File: src/rtl/axis_realign_gen.sv
// axis_realign_gen: repacks AXI4-Stream byte runs into dense beats behind a sync FWFT FIFO,
// with an optional null-lane prefix per packet. Define AXIS_REALIGN_GEN_STATS_EN for packet/byte counters.
module axis_realign_gen #(
    parameter int    DATA_BYTES        = 4,
    parameter string INPUT_BIG_ENDIAN  = "TRUE",
    parameter string OUTPUT_BIG_ENDIAN = "TRUE",
    parameter int    FIFO_ALOG2        = 4,
    localparam int   OW                = $clog2(DATA_BYTES)
) (
    input  logic                    aclk,
    input  logic                    aresetn,
    input  logic [8*DATA_BYTES-1:0] s_tdata,
    input  logic [DATA_BYTES-1:0]   s_tkeep,
    input  logic                    s_tlast,
    input  logic                    s_tvalid,
    input  logic [OW-1:0]           s_tuser,
    output logic                    s_tready,
    output logic [8*DATA_BYTES-1:0] m_tdata,
    output logic [DATA_BYTES-1:0]   m_tkeep,
    output logic                    m_tlast,
    output logic                    m_tvalid,
    input  logic                    m_tready,
    output logic                    err_keep
`ifdef AXIS_REALIGN_GEN_STATS_EN
    ,
    input  logic                    stat_clr,
    output logic [31:0]             stat_pkts,
    output logic [31:0]             stat_bytes
`endif
);
    localparam int DB     = DATA_BYTES;
    localparam int NS     = 2*DB-1;
    localparam int BW     = OW+1;
    localparam int DEPTH  = 2**FIFO_ALOG2;
    localparam int CW     = FIFO_ALOG2+1;
    localparam int FW     = 8*DB+DB+1;
    localparam bit IN_BE  = (INPUT_BIG_ENDIAN == "TRUE");
    localparam bit OUT_BE = (OUTPUT_BIG_ENDIAN == "TRUE");

    typedef enum logic [1:0] {IDLE, RUN, FLUSH} state_t;
    state_t             state_q, state_d;
    logic [BW-1:0]      b_q, b_d;
    logic [NS-1:0][7:0] dat_q, dat_d;
    logic [NS-1:0]      kp_q, kp_d;

    logic [DB-1:0][7:0] ln_dat, sh_dat;
    logic [DB-1:0]      ln_kp;
    logic [OW-1:0]      lo, hi;
    logic [BW-1:0]      pc, span, b0, b_post;
    logic               any_kp, accept;
    logic [NS-1:0][7:0] ins_dat, acc_dat;
    logic [NS-1:0]      base_kp, acc_kp;

    logic               wr_en, wr_last, rd_en, full_q;
    logic [DB-1:0][7:0] wr_dat;
    logic [DB-1:0]      wr_kp;

    always_comb begin
        for (int k = 0; k < DB; k++) begin
            ln_dat[k] = IN_BE ? s_tdata[8*(DB-1-k) +: 8] : s_tdata[8*k +: 8];
            ln_kp[k]  = IN_BE ? s_tkeep[DB-1-k] : s_tkeep[k];
        end
    end

    // A non-contiguous keep is treated as the full run from lowest to highest set lane.
    always_comb begin
        lo = '0;
        hi = '0;
        pc = '0;
        for (int k = DB-1; k >= 0; k--) if (ln_kp[k]) lo = OW'(k);
        for (int k = 0; k < DB; k++) begin
            if (ln_kp[k]) begin
                hi = OW'(k);
                pc = pc + BW'(1);
            end
        end
    end

    assign any_kp   = |ln_kp;
    assign span     = any_kp ? BW'(hi) - BW'(lo) + BW'(1) : '0;
    assign err_keep = accept && (pc != span);

    assign sh_dat  = ln_dat >> {lo, 3'b000};
    assign b0      = (state_q == IDLE) ? BW'(s_tuser) : b_q;
    assign base_kp = (state_q == IDLE) ? '0 : kp_q;
    assign ins_dat = {{(8*(NS-DB)){1'b0}}, sh_dat} << {b0, 3'b000};
    assign b_post  = b0 + span;

    always_comb begin
        for (int i = 0; i < NS; i++) begin
            if (BW'(i) >= b0 && BW'(i) < b_post) begin
                acc_dat[i] = ins_dat[i];
                acc_kp[i]  = 1'b1;
            end else begin
                acc_dat[i] = dat_q[i];
                acc_kp[i]  = (BW'(i) < b0) ? base_kp[i] : 1'b0;
            end
        end
    end

    assign s_tready = aresetn && (state_q != FLUSH) && !full_q;
    assign accept   = s_tvalid && s_tready;

    always_comb begin
        state_d = state_q;
        b_d     = b_q;
        dat_d   = dat_q;
        kp_d    = kp_q;
        wr_en   = 1'b0;
        wr_last = 1'b0;
        wr_dat  = acc_dat[DB-1:0];
        wr_kp   = acc_kp[DB-1:0];
        case (state_q)
            IDLE, RUN: if (accept) begin
                state_d = RUN;
                b_d     = b_post;
                dat_d   = acc_dat;
                kp_d    = acc_kp;
                if (s_tlast && b_post <= BW'(DB)) begin
                    wr_en   = 1'b1;
                    wr_last = 1'b1;
                    state_d = IDLE;
                    b_d     = '0;
                    kp_d    = '0;
                end else if (b_post >= BW'(DB)) begin
                    wr_en   = 1'b1;
                    b_d     = b_post - BW'(DB);
                    dat_d   = acc_dat >> (8*DB);
                    kp_d    = acc_kp >> DB;
                    if (s_tlast) state_d = FLUSH;
                end
            end
            FLUSH: if (!full_q) begin
                wr_en   = 1'b1;
                wr_last = 1'b1;
                wr_dat  = dat_q[DB-1:0];
                wr_kp   = kp_q[DB-1:0];
                state_d = IDLE;
                b_d     = '0;
                kp_d    = '0;
            end
            default: state_d = IDLE;
        endcase
    end

    always_ff @(posedge aclk or negedge aresetn) begin
        if (!aresetn) begin
            state_q <= IDLE;
            b_q     <= '0;
            kp_q    <= '0;
        end else begin
            state_q <= state_d;
            b_q     <= b_d;
            kp_q    <= kp_d;
        end
    end

    always_ff @(posedge aclk) dat_q <= dat_d;

    // FWFT FIFO; full is registered so a same-cycle read never admits a write.
    logic [FW-1:0]         mem [DEPTH];
    logic [FIFO_ALOG2-1:0] wp_q, rp_q;
    logic [CW-1:0]         cnt_q, cnt_d;
    logic [FW-1:0]         rd_word;

    assign m_tvalid = (cnt_q != '0);
    assign rd_en    = m_tvalid && m_tready;

    always_comb begin
        cnt_d = cnt_q;
        if (wr_en && !rd_en) cnt_d = cnt_q + CW'(1);
        else if (!wr_en && rd_en) cnt_d = cnt_q - CW'(1);
    end

    always_ff @(posedge aclk or negedge aresetn) begin
        if (!aresetn) begin
            wp_q   <= '0;
            rp_q   <= '0;
            cnt_q  <= '0;
            full_q <= 1'b0;
        end else begin
            if (wr_en) wp_q <= wp_q + FIFO_ALOG2'(1);
            if (rd_en) rp_q <= rp_q + FIFO_ALOG2'(1);
            cnt_q  <= cnt_d;
            full_q <= (cnt_d == CW'(DEPTH));
        end
    end

    always_ff @(posedge aclk) if (wr_en) mem[wp_q] <= {wr_last, wr_kp, wr_dat};

    assign rd_word = mem[rp_q];

    always_comb begin
        m_tdata = '0;
        m_tkeep = '0;
        m_tlast = rd_word[FW-1];
        for (int k = 0; k < DB; k++) begin
            if (OUT_BE) begin
                m_tdata[8*(DB-1-k) +: 8] = rd_word[8*k +: 8];
                m_tkeep[DB-1-k]          = rd_word[8*DB+k];
            end else begin
                m_tdata[8*k +: 8] = rd_word[8*k +: 8];
                m_tkeep[k]        = rd_word[8*DB+k];
            end
        end
    end

`ifdef AXIS_REALIGN_GEN_STATS_EN
    logic [31:0]   pk_q, by_q;
    logic [BW-1:0] wr_cnt;
    logic [32:0]   by_sum;

    always_comb begin
        wr_cnt = '0;
        for (int k = 0; k < DB; k++) if (wr_kp[k]) wr_cnt = wr_cnt + BW'(1);
    end

    assign by_sum = {1'b0, by_q} + 33'(wr_cnt);

    always_ff @(posedge aclk or negedge aresetn) begin
        if (!aresetn) begin
            pk_q <= '0;
            by_q <= '0;
        end else if (stat_clr) begin
            pk_q <= '0;
            by_q <= '0;
        end else if (wr_en) begin
            if (wr_last && pk_q != '1) pk_q <= pk_q + 32'd1;
            by_q <= by_sum[32] ? '1 : by_sum[31:0];
        end
    end

    assign stat_pkts  = pk_q;
    assign stat_bytes = by_q;
`endif
endmodule
File: config.mk
export PLATFORM = sky130hd
export DESIGN_NAME = axis_realign_gen
export DESIGN_NICKNAME = d
export VERILOG_FILES = /design/src/rtl/axis_realign_gen.sv
export SDC_FILE = /design/constraint.sdc
export NUM_CORES = 1
export LEC_CHECK = 0
export CAP_MARGIN = 20
export CORE_MARGIN = 3
export CORE_UTILIZATION = 55
export DETAILED_ROUTE_END_ITERATION = 7
export PLACE_DENSITY_LB_ADDON = 0.2
export SLEW_MARGIN = 20
export SYNTH_ARGS = -nofsm -noshare
export SYNTH_HDL_FRONTEND = slang
export SYNTH_SLANG_ARGS = --single-unit
File: constraint.sdc
create_clock -name aclk -period 6.6 [get_ports aclk]
set_input_delay 1.65 -clock aclk [delete_from_list [all_inputs] [get_ports aclk]]
set_output_delay 1.65 -clock aclk [all_outputs]
set_load 0.02 [all_outputs]
==> flow_summary.json <==
{
  "antenna-diode-count": 0,
  "share_of_the_yosys_chip_area_belonging_to_registers_pct": 70.28,
  "max-cap-violations": 0,
  "achievable-frequency_ghz": 0.1568,
  "drt_iter0_markers": 1763,
  "area_occupied_by_multi_input_gates_um2": 8169,
  "grt_first_pass_wirelength_um": 101500,
  "total_via_count_in_the_routed_design": 15329,
  "growth_of_design_area_from_synthesis_to_finish_pct": 15.56,
  "tritoncts.num_buffers": 68,
  "dr.pass1.iters": 6,
  "first_global_vias": 15636,
  "finalMaxSlewViolations": 0,
  "cts_tree": "yes",
  "cts_buffer_depth": 3,
  "clk_latency_ps": 590,
  "rsz0062_at_grt": "no",
  "pin_count_of_the_biggest_net_entering_global_routing": 79,
  "async_flop_share_pct": 3.858,
  "cts-hold-fix-buffers": 0,
  "clkTransAtPathRegs_ps": 70,
  "report.power.total_w": 0.01493,
  "edff_count_synth": 648,
  "cp-start-kind": "primary input",
  "fp.dieW_um": 234.1,
  "total_gr_overflow": 0,
  "critical_path_required_ps": 4950,
  "worst_hold_check_slack_ps": 489.5,
  "finish.net_count": 1741,
  "cts_htree_levels": 3,
  "setup.reg_to_reg.worst_slack_ps": 2190,
  "grt_antenna_before_repair": 0,
  "post_route_drc": 0,
  "n_fill_cell": 3402,
  "vias_per_cell": 6.366,
  "headroom_to_the_max_slew_limit_pct": 25.75,
  "clock-root-buffer": "sky130_fd_sc_hd__clkbuf_16",
  "timing.final.hold_violations": 0,
  "cell_count_after_placement": 2284,
  "maximum_fanout_along_the_worst_path": 7,
  "worstSetupEndpoint": "err_keep",
  "synthFlopType": "sky130_fd_sc_hd__edfxtp_1",
  "die_area_um2": 54800,
  "finalCritPeriodShare_pct": 96.65,
  "io_pins": 83,
  "cts.sink_count": 674,
  "die_h_um": 234.1,
  "register_area_um2": 20120,
  "initial_core_util_pct": 56.34,
  "critical_path.startpoint": "s_tkeep[2]",
  "worst_r2r_path_depth": 13,
  "finish.cell_count_without_fillers": 2408,
  "place_hpwl_um": 39190,
  "pwr_density_cell_nw_per_um2": 451.6,
  "grt_use_total_pct": 25.43,
  "vdd_ir_drop_max_mv": 0.1931,
  "finalCriticalPeriod_ps": 6379,
  "run_status": "finished, final reports clean",
  "path_class": "in -> out",
  "crit-reg2reg-capture": "mem[7][23]$_DFFE_PP_",
  "netlist-cell-type-count": 78,
  "buffer_ports.inserted": 82,
  "routed_wirelength_um": 66800,
  "holdCritStartpoint": "kp_q[4]$_DFFE_PN0P_",
  "worstHoldPathType": "reg -> reg",
  "synth-seq-cells": 674,
  "worstMarginPinSlew_ps": 1114,
  "detail-route-antenna-nets": 0,
  "synthesis.instances": 1534,
  "final_layout_size_suffix_gt1_share_pct": 25.63,
  "dp_slack_ps": 225.1,
  "reg2reg_from": "state_q[0]$_DFFE_PN0P_",
  "leakage_nw": 10.74,
  "std_cell_rows": 82,
  "worstSetupEndpointType": "output pin",
  "syn-mean-instance-area_um2": 18.65,
  "route.detailed.wl_per_inst_um": 27.74,
  "fin_skew_ps": 24.17,
  "synth.cell_area_um2": 28610,
  "gpl.final_weighted_congestion": 0.9325,
  "setup_total_negative_slack_ps": 0,
  "final.setup.worst_slack_ps": 220.9,
  "mappedNetlistNets": 1593,
  "yosysWarnings": 0,
  "floorplan.core_area_um2": 50790,
  "setup_viol_count_final": 0,
  "crit_arrival_ps": 4730
}
[report_power, final]
| part | total (W) | switching, W | internal, W | leakage (nW) |
|---|---|---|---|---|
| clock | 0.00374 | 0.00156 | 0.00218 | 1.05 |
| combinational | 0.00510 | 0.00279 | 0.00230 | 3.47 |
| sequential | 0.00610 | 0.000386 | 0.00571 | 6.21 |
[how the worst min path moves through the flow]
stage,to,slack [ps],cells past startpoint
2_1_floorplan,kp_q[4]$_DFFE_PN0P_,450,1
3_3_place_gp,kp_q[4]$_DFFE_PN0P_,470,1
3_5_place_dp,kp_q[4]$_DFFE_PN0P_,480,1
4_1_cts,kp_q[4]$_DFFE_PN0P_,490,1
5_1_grt,kp_q[4]$_DFFE_PN0P_,510,1
6_report,kp_q[4]$_DFFE_PN0P_,490,1
[placed cells by master, fill, tap and decap left out, types with 19 or more instances in the layout]
master,instances
sky130_fd_sc_hd__a21oi_1,38
sky130_fd_sc_hd__clkdlybuf4s50_1,82
sky130_fd_sc_hd__clkbuf_16,71
sky130_fd_sc_hd__buf_4,64
sky130_fd_sc_hd__mux4_2,185
sky130_fd_sc_hd__o21ai_0,48
sky130_fd_sc_hd__inv_1,19
sky130_fd_sc_hd__dfrtp_1,22
sky130_fd_sc_hd__nand2_1,75
sky130_fd_sc_hd__mux2i_1,31
sky130_fd_sc_hd__nor2_1,74
sky130_fd_sc_hd__edfxtp_1,648
[layout make-up]
type                       count  share of cell area (%)
clock buffer                  86                   5.544
inverter                      23                  0.2611
clock inverter                38                   1.067
tap                          672                   2.543
timing repair buffer         164                   5.025
multi-input combinational    751                   24.71
sequential                   674                   60.85
[registers in the layout, summed over array words and instances, names as in the netlist]
name and count:
full_q 1, cnt_q 5, b_q 3, dat_q 56, wp_q 4, mem 592, state_q 2, rp_q 4
kp_q 7
[critical path, stage by stage]
cell and delay, ps:
sky130_fd_sc_hd__clkdlybuf4s50_1 420, sky130_fd_sc_hd__or2_2 310, sky130_fd_sc_hd__nor2_1 170, sky130_fd_sc_hd__ha_1 260
sky130_fd_sc_hd__inv_1 60, sky130_fd_sc_hd__ha_1 180, sky130_fd_sc_hd__xor2_2 310, sky130_fd_sc_hd__nand2_8 120
sky130_fd_sc_hd__xor2_1 250, sky130_fd_sc_hd__xnor2_1 90, sky130_fd_sc_hd__nand3_1 80, sky130_fd_sc_hd__o31ai_1 80
sky130_fd_sc_hd__a21oi_1 140, sky130_fd_sc_hd__clkdlybuf4s50_1 620
[stage by stage]
| step | instance area, µm² | util [%] |
|---|---|---|
| 4_1_cts | 33060 | 65.10 |
| 5_1_grt | 33070 | 65.11 |
| 2_1_floorplan | 28630 | - |
| 3_3_place_gp | 30880 | 60.80 |
| 3_5_place_dp | 30880 | 60.80 |
| 6_report | 33070 | 65.11 |
[cell usage after synthesis (all sizes together), types with 14 or more instances]
| cell | n | area share, % |
|---|---|---|
| ha | 15 | 0.66 |
| a21oi | 41 | 0.74 |
| nand3b | 15 | 0.39 |
| a221oi | 14 | 0.58 |
| o21ai | 59 | 1.1 |
| a22oi | 17 | 0.49 |
| edfxtp | 648 | 68 |
| a22o | 17 | 0.52 |
| mux2 | 18 | 0.71 |
| nand2 | 76 | 1.1 |
| buf | 42 | 0.81 |
| inv | 21 | 0.28 |
| dfrtp | 26 | 2.3 |
| nor2 | 89 | 1.2 |
| mux4 | 185 | 15 |
| mux2i | 32 | 1.2 |
| clkbuf | 44 | 0.58 |
| o21a | 14 | 0.37 |
[cells by family (layout without fill, tap and decap cells)]
kind of cell | Yosys count | count (layout) | share of synthesized area (%)
multiplexers | 235 | 235 | 16.43
buffers and inverters | 109 | 311 | 1.692
flip-flops | 674 | 674 | 70.28
AO/OA/AOI/OAI | 226 | 226 | 5.803
XOR/XNOR | 20 | 20 | 0.7958
AND/OR/NAND/NOR | 252 | 252 | 4.202
adder cells (fa/ha/maj) | 18 | 18 | 0.7958
[repair_timing]
item,in CTS,in global routing
gates resized for setup,0,1
buffers inserted,0,0
endpoints found under the setup margin,0,1
[layer usage]
metal	track usage, %	vias to the layer above	share of wire [%]
li1	-	6599	-
met1	37.74	8021	42
met2	40.03	623	49
met3	4.021	86	7.0
met4	7.058	0	2.1
met5	0	-	0
Note: power is estimated with default switching activity, not from simulation.
